$ cat src/rtl/cpu_clock_ctrl_if.sv
// Signal bundle between the clock controller and its switches, button, core enable and LED.
// With CE_COUNT_EN defined the bundle also carries the 32-bit cpu_ce pulse count.
interface cpu_clock_ctrl_if;
    logic [1:0]  mode;
    logic        step_btn;
    logic        cpu_ce;
    logic        heartbeat;
    logic [1:0]  state;
`ifdef CE_COUNT_EN
    logic [31:0] ce_count;

    modport master (output mode, output step_btn,
                    input cpu_ce, input heartbeat, input state, input ce_count);
    modport slave  (input mode, input step_btn,
                    output cpu_ce, output heartbeat, output state, output ce_count);
`else
    modport master (output mode, output step_btn,
                    input cpu_ce, input heartbeat, input state);
    modport slave  (input mode, input step_btn,
                    output cpu_ce, output heartbeat, output state);
`endif
endinterface

$ cat src/rtl/cpu_clock_ctrl.sv
// Core clock-enable sequencer: HALT / FAST / SLOW tick / debounced single-step on clk_50Mhz.
// Define CE_COUNT_EN to add the 32-bit cpu_ce pulse counter (bus.ce_count).
//
// state | meaning
// ------+-------------------------------------------------
// HALT  | core stopped, cpu_ce held low
// FAST  | cpu_ce high every cycle after the entry cycle
// SLOW  | one cpu_ce every SLOW_DIV cycles, heartbeat toggles
// STEP  | one cpu_ce per debounced button press
module cpu_clock_ctrl #(
    parameter int XTAL_FREQ       = 50_000_000,
    parameter int SLOW_HZ         = 1,
    parameter int DEBOUNCE_CYCLES = 1_000_000
) (
    input  logic             clk_50Mhz,
    input  logic             reset_n,
    cpu_clock_ctrl_if.slave  bus
);

    localparam int SLOW_DIV = XTAL_FREQ / SLOW_HZ;
    localparam int SLOW_W   = $clog2(SLOW_DIV);
    localparam int DB_W     = (DEBOUNCE_CYCLES > 1) ? $clog2(DEBOUNCE_CYCLES) : 1;
    localparam logic [SLOW_W-1:0] SLOW_LAST = SLOW_W'(SLOW_DIV - 1);
    localparam logic [DB_W-1:0]   DB_LAST   = DB_W'(DEBOUNCE_CYCLES - 1);

    typedef enum logic [1:0] {
        ST_HALT = 2'b00,
        ST_FAST = 2'b01,
        ST_SLOW = 2'b10,
        ST_STEP = 2'b11
    } state_t;

    logic [1:0]        mode_s1, mode_s2;
    logic              btn_s1, btn_s2;
    logic              btn_acc, btn_acc_d;
    logic [DB_W-1:0]   db_cnt;
    logic              step_edge;

    state_t            state_q;
    logic              cpu_ce_q;
    logic              heartbeat_q;
    logic [SLOW_W-1:0] slow_cnt;

    always_ff @(posedge clk_50Mhz or negedge reset_n) begin
        if (!reset_n) begin
            mode_s1 <= 2'b00;
            mode_s2 <= 2'b00;
            btn_s1  <= 1'b0;
            btn_s2  <= 1'b0;
        end else begin
            mode_s1 <= bus.mode;
            mode_s2 <= mode_s1;
            btn_s1  <= bus.step_btn;
            btn_s2  <= btn_s1;
        end
    end

    // The accepted level only follows the synced button after it has differed for DEBOUNCE_CYCLES cycles.
    always_ff @(posedge clk_50Mhz or negedge reset_n) begin
        if (!reset_n) begin
            btn_acc   <= 1'b0;
            btn_acc_d <= 1'b0;
            db_cnt    <= '0;
        end else begin
            btn_acc_d <= btn_acc;
            if (btn_s2 == btn_acc) begin
                db_cnt <= '0;
            end else if (db_cnt == DB_LAST) begin
                btn_acc <= btn_s2;
                db_cnt  <= '0;
            end else begin
                db_cnt <= db_cnt + DB_W'(1);
            end
        end
    end

    assign step_edge = btn_acc & ~btn_acc_d;

    // A pending mode change takes priority, so a step edge that coincides with it is dropped.
    always_ff @(posedge clk_50Mhz or negedge reset_n) begin
        if (!reset_n) begin
            state_q     <= ST_HALT;
            cpu_ce_q    <= 1'b0;
            heartbeat_q <= 1'b0;
            slow_cnt    <= '0;
        end else if (mode_s2 != state_q) begin
            state_q  <= state_t'(mode_s2);
            cpu_ce_q <= 1'b0;
            slow_cnt <= '0;
        end else begin
            cpu_ce_q <= 1'b0;
            case (state_q)
                ST_HALT: cpu_ce_q <= 1'b0;
                ST_FAST: cpu_ce_q <= 1'b1;
                ST_SLOW: begin
                    if (slow_cnt == SLOW_LAST) begin
                        slow_cnt    <= '0;
                        cpu_ce_q    <= 1'b1;
                        heartbeat_q <= ~heartbeat_q;
                    end else begin
                        slow_cnt <= slow_cnt + SLOW_W'(1);
                    end
                end
                ST_STEP: cpu_ce_q <= step_edge;
                default: cpu_ce_q <= 1'b0;
            endcase
        end
    end

    assign bus.cpu_ce    = cpu_ce_q;
    assign bus.heartbeat = heartbeat_q;
    assign bus.state     = state_q;

`ifdef CE_COUNT_EN
    logic [31:0] ce_count_q;

    always_ff @(posedge clk_50Mhz or negedge reset_n) begin
        if (!reset_n) begin
            ce_count_q <= '0;
        end else if (cpu_ce_q) begin
            ce_count_q <= ce_count_q + 32'd1;
        end
    end

    assign bus.ce_count = ce_count_q;
`endif

endmodule
$ cat src/flat_wrapper.sv
// flat-port wrapper written by rule: the top's interface ports become plain ports
module cpu_clock_ctrl_flat 
#(
    parameter int XTAL_FREQ       = 50_000_000,
    parameter int SLOW_HZ         = 1,
    parameter int DEBOUNCE_CYCLES = 1_000_000
)
  (clk_50Mhz, reset_n, bus_mode, bus_step_btn, bus_cpu_ce, bus_heartbeat, bus_state);
  cpu_clock_ctrl_if bus_i ();
  input  logic clk_50Mhz;
  input  logic reset_n;
  input wire logic [$bits(bus_i.mode)-1:0] bus_mode;
  input wire logic [$bits(bus_i.step_btn)-1:0] bus_step_btn;
  output wire logic [$bits(bus_i.cpu_ce)-1:0] bus_cpu_ce;
  output wire logic [$bits(bus_i.heartbeat)-1:0] bus_heartbeat;
  output wire logic [$bits(bus_i.state)-1:0] bus_state;
  assign bus_i.mode = bus_mode;
  assign bus_i.step_btn = bus_step_btn;
  assign bus_cpu_ce = bus_i.cpu_ce;
  assign bus_heartbeat = bus_i.heartbeat;
  assign bus_state = bus_i.state;
  cpu_clock_ctrl #(.XTAL_FREQ(XTAL_FREQ), .SLOW_HZ(SLOW_HZ), .DEBOUNCE_CYCLES(DEBOUNCE_CYCLES)) u_core (.clk_50Mhz(clk_50Mhz), .reset_n(reset_n), .bus(bus_i));
endmodule
$ cat config.mk
export PLATFORM = sky130hd
export DESIGN_NAME = cpu_clock_ctrl_flat
export DESIGN_NICKNAME = d
export VERILOG_FILES = /design/src/rtl/cpu_clock_ctrl_if.sv /design/src/rtl/cpu_clock_ctrl.sv /design/src/flat_wrapper.sv
export SDC_FILE = /design/constraint.sdc
export NUM_CORES = 1
export LEC_CHECK = 0
export ABC_AREA = 0
export BUFFER_PORTS_ARGS = -buffer_cell sky130_fd_sc_hd__buf_2
export CELL_PAD_IN_SITES_DETAIL_PLACEMENT = 1
export CELL_PAD_IN_SITES_GLOBAL_PLACEMENT = 1
export CORE_MARGIN = 3
export CORE_UTILIZATION = 45
export CTS_BUF_LIST = sky130_fd_sc_hd__clkbuf_4 sky130_fd_sc_hd__clkbuf_8
export DETAILED_ROUTE_END_ITERATION = 8
export MAX_ROUTING_LAYER = met4
export PLACE_DENSITY = 0.78
export SYNTH_ARGS = -nofsm -noshare
export SYNTH_HDL_FRONTEND = slang
export SYNTH_SLANG_ARGS = --single-unit
$ cat constraint.sdc
create_clock -name clk_50Mhz -period 2.4 [get_ports clk_50Mhz]
set_input_delay 0.72 -clock clk_50Mhz [delete_from_list [all_inputs] [get_ports clk_50Mhz]]
set_output_delay 0.72 -clock clk_50Mhz [all_outputs]
set_load 0.02 [all_outputs]
==> results of run 1 <==
[worst register-to-register path, stage by stage, from the launching register on]
cell     delay [ps]
dfrtp_1         390
ha_1            250
nand2_1         230
nor4_4          510
nor3b_2         320
a41oi_1         150
a31oi_1         150
[path summary, 6_finish.rpt]
check,slack (ps),depth (start not counted),to,from
worst max-delay path,330,6,u_core.slow_cnt[22],u_core.slow_cnt[1]
worst min-delay path,350,0,u_core.btn_s2,u_core.btn_s1
worst max register to register,330,6,u_core.slow_cnt[22],u_core.slow_cnt[1]
worst min register to register,350,0,u_core.btn_s2,u_core.btn_s1
max in group asynchronous,1770,2,u_core.btn_acc,reset_n
min in group asynchronous,370,2,u_core.slow_cnt[7],reset_n
[power by group through the flow]
stage               logic (mW)  registers, mW  clock network [mW]
floorplan               0.0627           1.02                   0
global placement         0.115           1.02                   0
detailed placement       0.118           1.02                   0
finish                   0.117           1.00               0.995
global route             0.134           1.00                1.07
CTS                      0.119           1.00                1.01
[cell type report]
type	count	area share, %
clock buffers	15	5.880
clock inverters	1	0.9105
inverters	4	0.4552
multi-input cells	224	42.72
flip-flops and latches	58	44.01
well taps	75	2.845
repair buffers	15	3.187
[sequential cells by signal, summed over array words and instances, names as in the netlist, 2 cells and up]
register	cells
u_core.bus.state	2
u_core.db_cnt	20
u_core.mode_s1	2
u_core.mode_s2	2
u_core.slow_cnt	26
[cell families after synthesis]
| logic type | Yosys count |
|---|---|
| fa+ha+maj | 2 |
| compound gates | 54 |
| buf+inv | 12 |
| flops | 58 |
| simple gates | 140 |
| xor+xnor | 26 |
| mux | 2 |
[stage by stage]
stage / hold WS, ps / cells
2_1_floorplan: 331.2 / 294
3_3_place_gp: 332.7 / 376
3_5_place_dp: 335.5 / 376
4_1_cts: 352.0 / 392
5_1_grt: 371.3 / 392
6_report: 350.0 / 392
[cell usage after synthesis (3+ instances only)]
cell type / number / share of area [%]
nor3_1: 5 / 0.86
and2_1: 5 / 1.1
a41oi_1: 5 / 1.5
xor2_1: 17 / 5.1
dfrtp_1: 58 / 50
and3_1: 7 / 1.5
clkbuf_1: 3 / 0.39
nor2_1: 37 / 4.8
inv_1: 4 / 0.52
xnor2_1: 9 / 2.7
o21ai_0: 11 / 1.9
nand3_1: 17 / 2.9
nor4_1: 4 / 0.86
buf_2: 4 / 0.69
a31oi_1: 16 / 3.4
a21oi_1: 10 / 1.7
nand2_1: 30 / 3.9
nand4_1: 13 / 2.8
nand2b_1: 3 / 0.64
[per-layer routing]
| metal | routed length, um | global-route usage (%) |
|---|---|---|
| met1 | 3328 | 29.77 |
| met2 | 3180 | 30.11 |
| met3 | 252 | 4.087 |
| met4 | 144 | 10.34 |
| met5 | 0 | - |
==> run summary, run 1 <==
DR vias/cell: 5.911
XOR/XNOR Fraction of Synth Area: 7.815%
Clock root cell: clkbuf_8
CTS sink cnt: 58
Sw Ratio: 22.35%
Adder-Cell Fraction of Synth Area: 0.8587%
Mean Syn Cell Area: 9.912 um2
Critical Path AT: 2340 ps
Most frequent cells in the layout: dfrtp_1, nor2_1, nand2_1, nand3_1, xor2_1
Synthesized area: 2914 um2
Tot Pwr: 2.115 mW
Layout cell share with drive strength beyond 1: 14.20%
GPL Wtd Cong: 0.7752
Setup Fix Bufs, Post-CTS: 0
Outcome: finished, final reports clean
Fillers: 700
Comb pwr share: 5.5%
Detailed Route WL: 6905 um
CP max-delay cell: nor4_4
Clk_lat worst skew: 350 ps
P_leak: 1.409 nW
Nets: 319
Worst setup path class: flip-flop to flip-flop
Drt wl/cell: 17.61 um
Max-slew headroom: 53.77%
First-pass DRT Iterations: 4
CP Buf/Inv Count: 0
Skew final: 10.60 ps
Compound-Gate Fraction of Synth Area: 12.49%
CP peak stage delay: 510 ps
Final Worst Setup Slack: 325.0 ps
Delay-heaviest family, CP: simple AND/OR/NAND/NOR gates
Count of different cell masters after synthesis: 44
# Max-Cap Violations: 0
Fin area: 3298 um2
Critical path endpoint category: flip-flop
Area occupied by multi-input gates: 1409 um2
CTS tree: done
Initial Utilization: 47.80%
Largest net degree at the start of global routing: 59
First-pass GRT wire length: 11990 um
HP Class: flip-flop to flip-flop
Total core area: 6096 um2
Psw: 0.4727 mW
CTS H-tree depth: 3
EDFF count, synth: 0
GRT Total Usage: 21.45%
Fin crit period: 2075 ps
Die Y: 86.47 um
Final period util: 86.46%
Initial antenna violation count: 0
Primary FF master, synth: dfrtp_1
Die area: 7477 um2
Fmax: 0.4819 GHz
RSZ-0062 raised after global routing: no
Hold buffers post-CTS: 0
Endpoints failing setup: 0
Hold Vio Cnt, Final: 0
Combinational family with the most area after synthesis: simple AND/OR/NAND/NOR gates
Via Count: 2317
Post-CTS sizing: 0
Area growth syn-to-layout: 13.18%
CTS buffer count: 9
Area after DPL: 3074 um2
WP data required: 2670 ps
Final Max Slew Viols: 0
Overflow after GRT: 0
Most common cell after layout, fill and taps aside: dfrtp_1
Crit start category: flip-flop
Sequential Area: 1451 um2
Vias in the first global route: 2416
Register area share after synthesis: 49.81%
Largest buffer count on any clock path: 2
Drt initial violations: 167
Utilization after layout: 54.11%
Cell Pwr Density: 641.2 nW/um2
Syn Nets: 301
Reg power frac: 47.4%
# rows: 28
Die X: 86.47 um
Crit-path max FO: 6
Inserted Diodes: 0
Critical path, cell by cell: ha_1 -> nand2_1 -> nor4_4 -> nor3b_2 -> a41oi_1 -> a31oi_1
Clock Pin Slew Worst Setup and Hold Paths: 60 ps
Maximum vdd drop: 430.7 uV
HPWL after DPL: 4602 um
Synth warn: 0
Multiplexer share of the synthesized area: 0.7729%
Fraction of power consumed by the clock network: 47.1%
Slew @ Worst Pin: 688.7 ps
Setup WS pre-CTS: 364.4 ps
Synth Register Bits: 58
Final setup TNS: 0 ps
Internal power: 1.642 mW
Post-synthesis simple-gate area fraction: 26.41%
Synth async-reset ratio: 100.0%
Ports: 9
Port Buffers: 8
Post-DRT Antenna Nets: 0
Syn Inst Count: 294
DRC: 0
No activity file was read; power rests on OpenSTA's default activity.
==> inputs of run 2 (changes only) <==
--- a/config.mk
+++ b/config.mk
@@ -10,11 +10,11 @@
 export CELL_PAD_IN_SITES_DETAIL_PLACEMENT = 1
 export CELL_PAD_IN_SITES_GLOBAL_PLACEMENT = 1
 export CORE_MARGIN = 3
-export CORE_UTILIZATION = 45
+export CORE_UTILIZATION = 43
 export CTS_BUF_LIST = sky130_fd_sc_hd__clkbuf_4 sky130_fd_sc_hd__clkbuf_8
 export DETAILED_ROUTE_END_ITERATION = 8
 export MAX_ROUTING_LAYER = met4
-export PLACE_DENSITY = 0.78
+export PLACE_DENSITY = 0.75
 export SYNTH_ARGS = -nofsm -noshare
 export SYNTH_HDL_FRONTEND = slang
 export SYNTH_SLANG_ARGS = --single-unit
==> run 2 against run 1 <==
  * First-iteration DRC count is 7.2% lower
  * Clock skew hardly changed
  * Register-to-register slack hardly changed
  * Largest cell class unchanged
  * Critical path type unchanged
  * Hold slack better by 2.3 ps
  * Highest routed layer unchanged
==> run summary, run 2 (same netlist as run 1, synthesis figures left out) <==
First-pass GRT wire length: 11470 um (was 11990 um)
DRC: 0 (unchanged)
CTS buffer count: 9 (unchanged)
Nets: 316 (was 319)
WP data required: 2650 ps (was 2670 ps)
Dpl cells: 375 (was 376)
Drt wl/cell: 17.16 um (was 17.61 um)
Ports: 9 (unchanged)
Die Y: 88.32 um (was 86.47 um)
Layout cell share with drive strength beyond 1: 13.38% (was 14.20%)
Port Buffers: 8 (unchanged)
HPWL after DPL: 4685 um (was 4602 um)
CTS tree: done (unchanged)
GPL Wtd Cong: 0.8185 (was 0.7752)
GRT Total Usage: 19.75% (was 21.45%)
Total core area: 6459 um2 (was 6096 um2)
Final period util: 86.09% (was 86.46%)
Worst setup path class: flip-flop to flip-flop (unchanged)
Cell Pwr Density: 622.2 nW/um2 (was 641.2 nW/um2)
Vias in the first global route: 2405 (was 2416)
Area growth syn-to-layout: 11.81% (was 13.18%)
Crit-path max FO: 6 (unchanged)
Fin crit period: 2066 ps (was 2075 ps)
Outcome: finished, final reports clean (unchanged)
Clock root cell: clkbuf_8 (unchanged)
Top reg by flops: u_core.slow_cnt (unchanged)
Fillers: 734 (was 700)
Critical path endpoint category: flip-flop (unchanged)
Maximum vdd drop: 347.1 uV (was 430.7 uV)
Hold Vio Cnt, Final: 0 (unchanged)
Critical Path AT: 2310 ps (was 2340 ps)
Initial antenna violation count: 0 (unchanged)
CTS H-tree depth: 3 (unchanged)
CP peak stage delay: 490 ps (was 510 ps)
Hold buffers post-CTS: 0 (unchanged)
HP Class: flip-flop to flip-flop (unchanged)
DR vias/cell: 5.982 (was 5.911)
Post-CTS sizing: 0 (unchanged)
Die area: 7800 um2 (was 7477 um2)
Die X: 88.32 um (was 86.47 um)
Drt initial violations: 155 (was 167)
Fmax: 0.4840 GHz (was 0.4819 GHz)
Via Count: 2339 (was 2317)
P_leak: 1.381 nW (was 1.409 nW)
Most frequent cells in the layout: dfrtp_1, nor2_1, nand2_1, nand3_1, xor2_1 (unchanged)
CP max-delay cell: nor4_4 (unchanged)
Final hold slack: 352.2 ps (was 350.0 ps)
Skew final: 10.36 ps (was 10.60 ps)
Critical path, cell by cell: ha_1 -> nand2_1 -> nor4_4 -> nor3b_2 -> a41oi_1 -> a31oi_1 (unchanged)
Detailed Route WL: 6709 um (was 6905 um)
CTS sink cnt: 58 (unchanged)
Most common cell after layout, fill and taps aside: dfrtp_1 (unchanged)
Max-slew headroom: 58.03% (was 53.77%)
Post-DRT Antenna Nets: 0 (unchanged)
Setup Fix Bufs, Post-CTS: 0 (unchanged)
RSZ-0062 raised after global routing: no (unchanged)
Tot Pwr: 2.027 mW (was 2.115 mW)
# Max-Cap Violations: 0 (unchanged)
Overflow after GRT: 0 (unchanged)
Slew @ Worst Pin: 625.4 ps (was 688.7 ps)
# rows: 29 (was 28)
Crit start category: flip-flop (unchanged)
Largest regs: u_core.slow_cnt: 26 flops, u_core.db_cnt: 20 flops (unchanged)
First-pass DRT Iterations: 4 (unchanged)
Post-Layout Cell Count: 391 (was 392)
CP Buf/Inv Count: 0 (unchanged)
Endpoints failing setup: 0 (unchanged)
Max FFs per register: 26 (unchanged)
Final Max Slew Viols: 0 (unchanged)
Inserted Diodes: 0 (unchanged)
Clk_lat worst skew: 330 ps (was 350 ps)
Initial Utilization: 45.12% (was 47.80%)
Final setup TNS: 0 ps (unchanged)
Clock Pin Slew Worst Setup and Hold Paths: 60 ps (about the same)
Delay-heaviest family, CP: simple AND/OR/NAND/NOR gates (unchanged)
Largest buffer count on any clock path: 2 (unchanged)
Largest net degree at the start of global routing: 59 (unchanged)
run 2: changes by cell type in the layout (fill, tap and decap cells not counted), sizes merged:
cell,delta
clkinv,+3
clkinvlp,+1
buf,-3
clkbuf,-4
run 2: final cells by class:
cell class / instances / area, um2 / area share [%]
clock buffers: 11 / 151.4 / 4.647
clock inverters: 5 / 52.55 / 1.613
inverters: 4 / 15.01 / 0.4608
multi-input cells: 224 / 1409 / 43.24
flip-flops and latches: 58 / 1451 / 44.55
well taps: 77 / 96.34 / 2.957
repair buffers: 12 / 82.58 / 2.535
run 2: per-layer routing:
metal  global-route usage [%]  vias to the layer above  wire [um]
li1                         -                     1100          -
met1                    25.91                     1193       3162
met2                    29.30                       35       3186
met3                    3.724                       11        242
met4                    9.753                        0        117
met5                        -                        -          0
run 2: power breakdown:
| part | internal (mW) | leakage [nW] | switching, mW | total, mW |
|---|---|---|---|---|
| logic | 0.0337 | 0.487 | 0.0799 | 0.114 |
| clock network | 0.530 | 0.105 | 0.382 | 0.912 |
| registers | 0.990 | 0.789 | 0.0121 | 1.00 |
run 2: path summary, 6_finish.rpt:
check,from,endpoint,slack [ps],depth (start not counted)
min,u_core.btn_s1,u_core.btn_s2,350,0
max in group asynchronous,reset_n,u_core.mode_s2[0],1760,2
min in group asynchronous,reset_n,u_core.slow_cnt[7],380,2
max,u_core.slow_cnt[1],u_core.slow_cnt[22],330,6
min reg2reg,u_core.btn_s1,u_core.btn_s2,350,0
max reg2reg,u_core.slow_cnt[1],u_core.slow_cnt[22],330,6
run 2: per-stage QoR:
stage	area [um2]	worst slack (ps)	utilization, %
2_1_floorplan	2914	663.2	-
3_3_place_gp	3054	416.9	47.29
3_5_place_dp	3054	355.2	47.29
4_1_cts	3258	341.2	50.45
5_1_grt	3258	132.5	50.45
6_report	3258	333.9	50.45
==> inputs of run 3 (changes only) <==
--- a/config.mk
+++ b/config.mk
@@ -10,11 +10,11 @@
 export CELL_PAD_IN_SITES_DETAIL_PLACEMENT = 1
 export CELL_PAD_IN_SITES_GLOBAL_PLACEMENT = 1
 export CORE_MARGIN = 3
-export CORE_UTILIZATION = 43
+export CORE_UTILIZATION = 51
 export CTS_BUF_LIST = sky130_fd_sc_hd__clkbuf_4 sky130_fd_sc_hd__clkbuf_8
 export DETAILED_ROUTE_END_ITERATION = 8
 export MAX_ROUTING_LAYER = met4
-export PLACE_DENSITY = 0.75
+export PLACE_DENSITY = 0.86
 export SYNTH_ARGS = -nofsm -noshare
 export SYNTH_HDL_FRONTEND = slang
 export SYNTH_SLANG_ARGS = --single-unit
==> run 3 against run 2 <==
  * Critical path depth unchanged
  * Wire length up 11%
  * Maximum frequency down 2.8%
  * Global-route usage up 6.7 points
  * First-iteration DRC count down 30%
  * Critical path type unchanged
  * Critical endpoint unchanged
  * Largest cell class unchanged
==> run summary, run 3 (same netlist as run 1, synthesis figures left out) <==
P_leak: 1.387 nW (was 1.381 nW)
Fillers: 599 (was 734)
Final setup TNS: 0 ps (unchanged)
Initial antenna violation count: 0 (unchanged)
Largest regs: u_core.slow_cnt: 26 flops, u_core.db_cnt: 20 flops (unchanged)
CTS tree: done (unchanged)
Initial Utilization: 54.96% (was 45.12%)
Final hold slack: 343.9 ps (was 352.2 ps)
DRC: 0 (unchanged)
Area after DPL: 3053 um2 (was 3054 um2)
Dpl cells: 369 (was 375)
CTS H-tree depth: 3 (unchanged)
Final period util: 88.59% (was 86.09%)
Clk_lat worst skew: 350 ps (was 330 ps)
Max-slew headroom: 61.14% (was 58.03%)
Sequential Area: 1451 um2 (unchanged)
Skew final: 10.08 ps (was 10.36 ps)
Slew @ Worst Pin: 579.0 ps (was 625.4 ps)
Cell Pwr Density: 656.2 nW/um2 (was 622.2 nW/um2)
Die Y: 81.59 um (was 88.32 um)
Post-DRT Antenna Nets: 0 (unchanged)
Maximum vdd drop: 448.8 uV (was 347.1 uV)
HPWL after DPL: 4946 um (was 4685 um)
Outcome: finished, final reports clean (unchanged)
Die X: 81.59 um (was 88.32 um)
Inserted Diodes: 0 (unchanged)
Clock root cell: clkbuf_8 (unchanged)
# rows: 26 (was 29)
DR vias/cell: 6.278 (was 5.982)
Nets: 317 (was 316)
Detailed Route WL: 7472 um (was 6709 um)
Utilization after layout: 61.82% (was 50.45%)
First-pass DRT Iterations: 4 (unchanged)
Largest buffer count on any clock path: 2 (unchanged)
Layout cell share with drive strength beyond 1: 13.65% (was 13.38%)
Final Worst Setup Slack: 273.8 ps (was 333.9 ps)
Area occupied by multi-input gates: 1409 um2 (unchanged)
Largest net degree at the start of global routing: 38 (was 59)
Fin crit period: 2126 ps (was 2066 ps)
Total core area: 5303 um2 (was 6459 um2)
GRT Total Usage: 26.44% (was 19.75%)
Critical Path AT: 2390 ps (was 2310 ps)
Post-Layout Cell Count: 385 (was 391)
WP data required: 2660 ps (was 2650 ps)
Top reg by flops: u_core.slow_cnt (unchanged)
Max FFs per register: 26 (unchanged)
Most common cell after layout, fill and taps aside: dfrtp_1 (unchanged)
Hold Vio Cnt, Final: 0 (unchanged)
Fmax: 0.4703 GHz (was 0.4840 GHz)
Tot Pwr: 2.151 mW (was 2.027 mW)
# Max-Cap Violations: 0 (unchanged)
Setup WS pre-CTS: 386.1 ps (was 355.2 ps)
CTS buffer count: 9 (unchanged)
Vias in the first global route: 2570 (was 2405)
Final Max Slew Viols: 0 (unchanged)
Area growth syn-to-layout: 12.49% (was 11.81%)
Overflow after GRT: 0 (unchanged)
Die area: 6657 um2 (was 7800 um2)
Crit start category: flip-flop (unchanged)
Critical path endpoint category: flip-flop (unchanged)
RSZ-0062 raised after global routing: no (unchanged)
Port Buffers: 8 (unchanged)
HP Class: primary input to async pin (was flip-flop to flip-flop)
R2R setup slack: 270 ps (was 330 ps)
First-pass GRT wire length: 12820 um (was 11470 um)
Drt wl/cell: 19.41 um (was 17.16 um)
Drt initial violations: 109 (was 155)
Hold buffers post-CTS: 0 (unchanged)
Crit-path max FO: 6 (unchanged)
Endpoints failing setup: 0 (unchanged)
Via Count: 2417 (was 2339)
CTS sink cnt: 58 (unchanged)
Most frequent cells in the layout: dfrtp_1, nor2_1, nand2_1, nand3_1, xor2_1 (unchanged)
Fin area: 3278 um2 (was 3258 um2)
Clock Pin Slew Worst Setup and Hold Paths: 80 ps (was 60 ps)
Worst setup path class: flip-flop to flip-flop (unchanged)
Post-CTS sizing: 0 (unchanged)
Ports: 9 (unchanged)
GPL Wtd Cong: 0.8027 (was 0.8185)
Setup Fix Bufs, Post-CTS: 0 (unchanged)
==> run 3: path summary, 6_finish.rpt <==
check	start	to	depth (start not counted)
worst max register to register	u_core.slow_cnt[1]	u_core.slow_cnt[22]	6
worst min-delay path	reset_n	u_core.slow_cnt[7]	1
max in group asynchronous	reset_n	u_core.db_cnt[0]	2
min in group clk_50Mhz	u_core.mode_s1[1]	u_core.mode_s2[1]	0
worst max-delay path	u_core.slow_cnt[1]	u_core.slow_cnt[22]	6
worst min register to register	u_core.mode_s1[1]	u_core.mode_s2[1]	0
==> run 3: area by class of cell <==
| type | count | share of cell area [%] |
|---|---|---|
| clock buffers | 9 | 3.779 |
| repair buffers | 13 | 2.748 |
| multi-input cells | 224 | 42.98 |
| inverters | 4 | 0.4580 |
| clock inverters | 7 | 3.092 |
| well taps | 70 | 2.672 |
| flip-flops and latches | 58 | 44.27 |
==> run 3: per-layer routing <==
layer / vias up / GRT usage, % / routed length [um]
met4: 0 / 11.30 / 186
met3: 20 / 6.031 / 243
met2: 48 / 41.37 / 3711
li1: 1099 / - / -
met1: 1250 / 33.10 / 3330
met5: - / - / 0
==> run 3: worst max-delay path: stages (launching register included) <==
cell	delay (ps)
dfrtp_1	410
ha_1	240
nand2_1	200
nor4_4	510
nor3b_2	330
a41oi_1	160
a31oi_1	200
==> run 3: report_power, final <==
part | internal, mW | leakage (nW) | total, mW | switching [mW]
registers | 0.989 | 0.789 | 1.00 | 0.0134
clock network | 0.591 | 0.106 | 1.03 | 0.440
logic | 0.0344 | 0.492 | 0.118 | 0.0834
total | 1.61 | 1.39 | 2.15 | 0.537
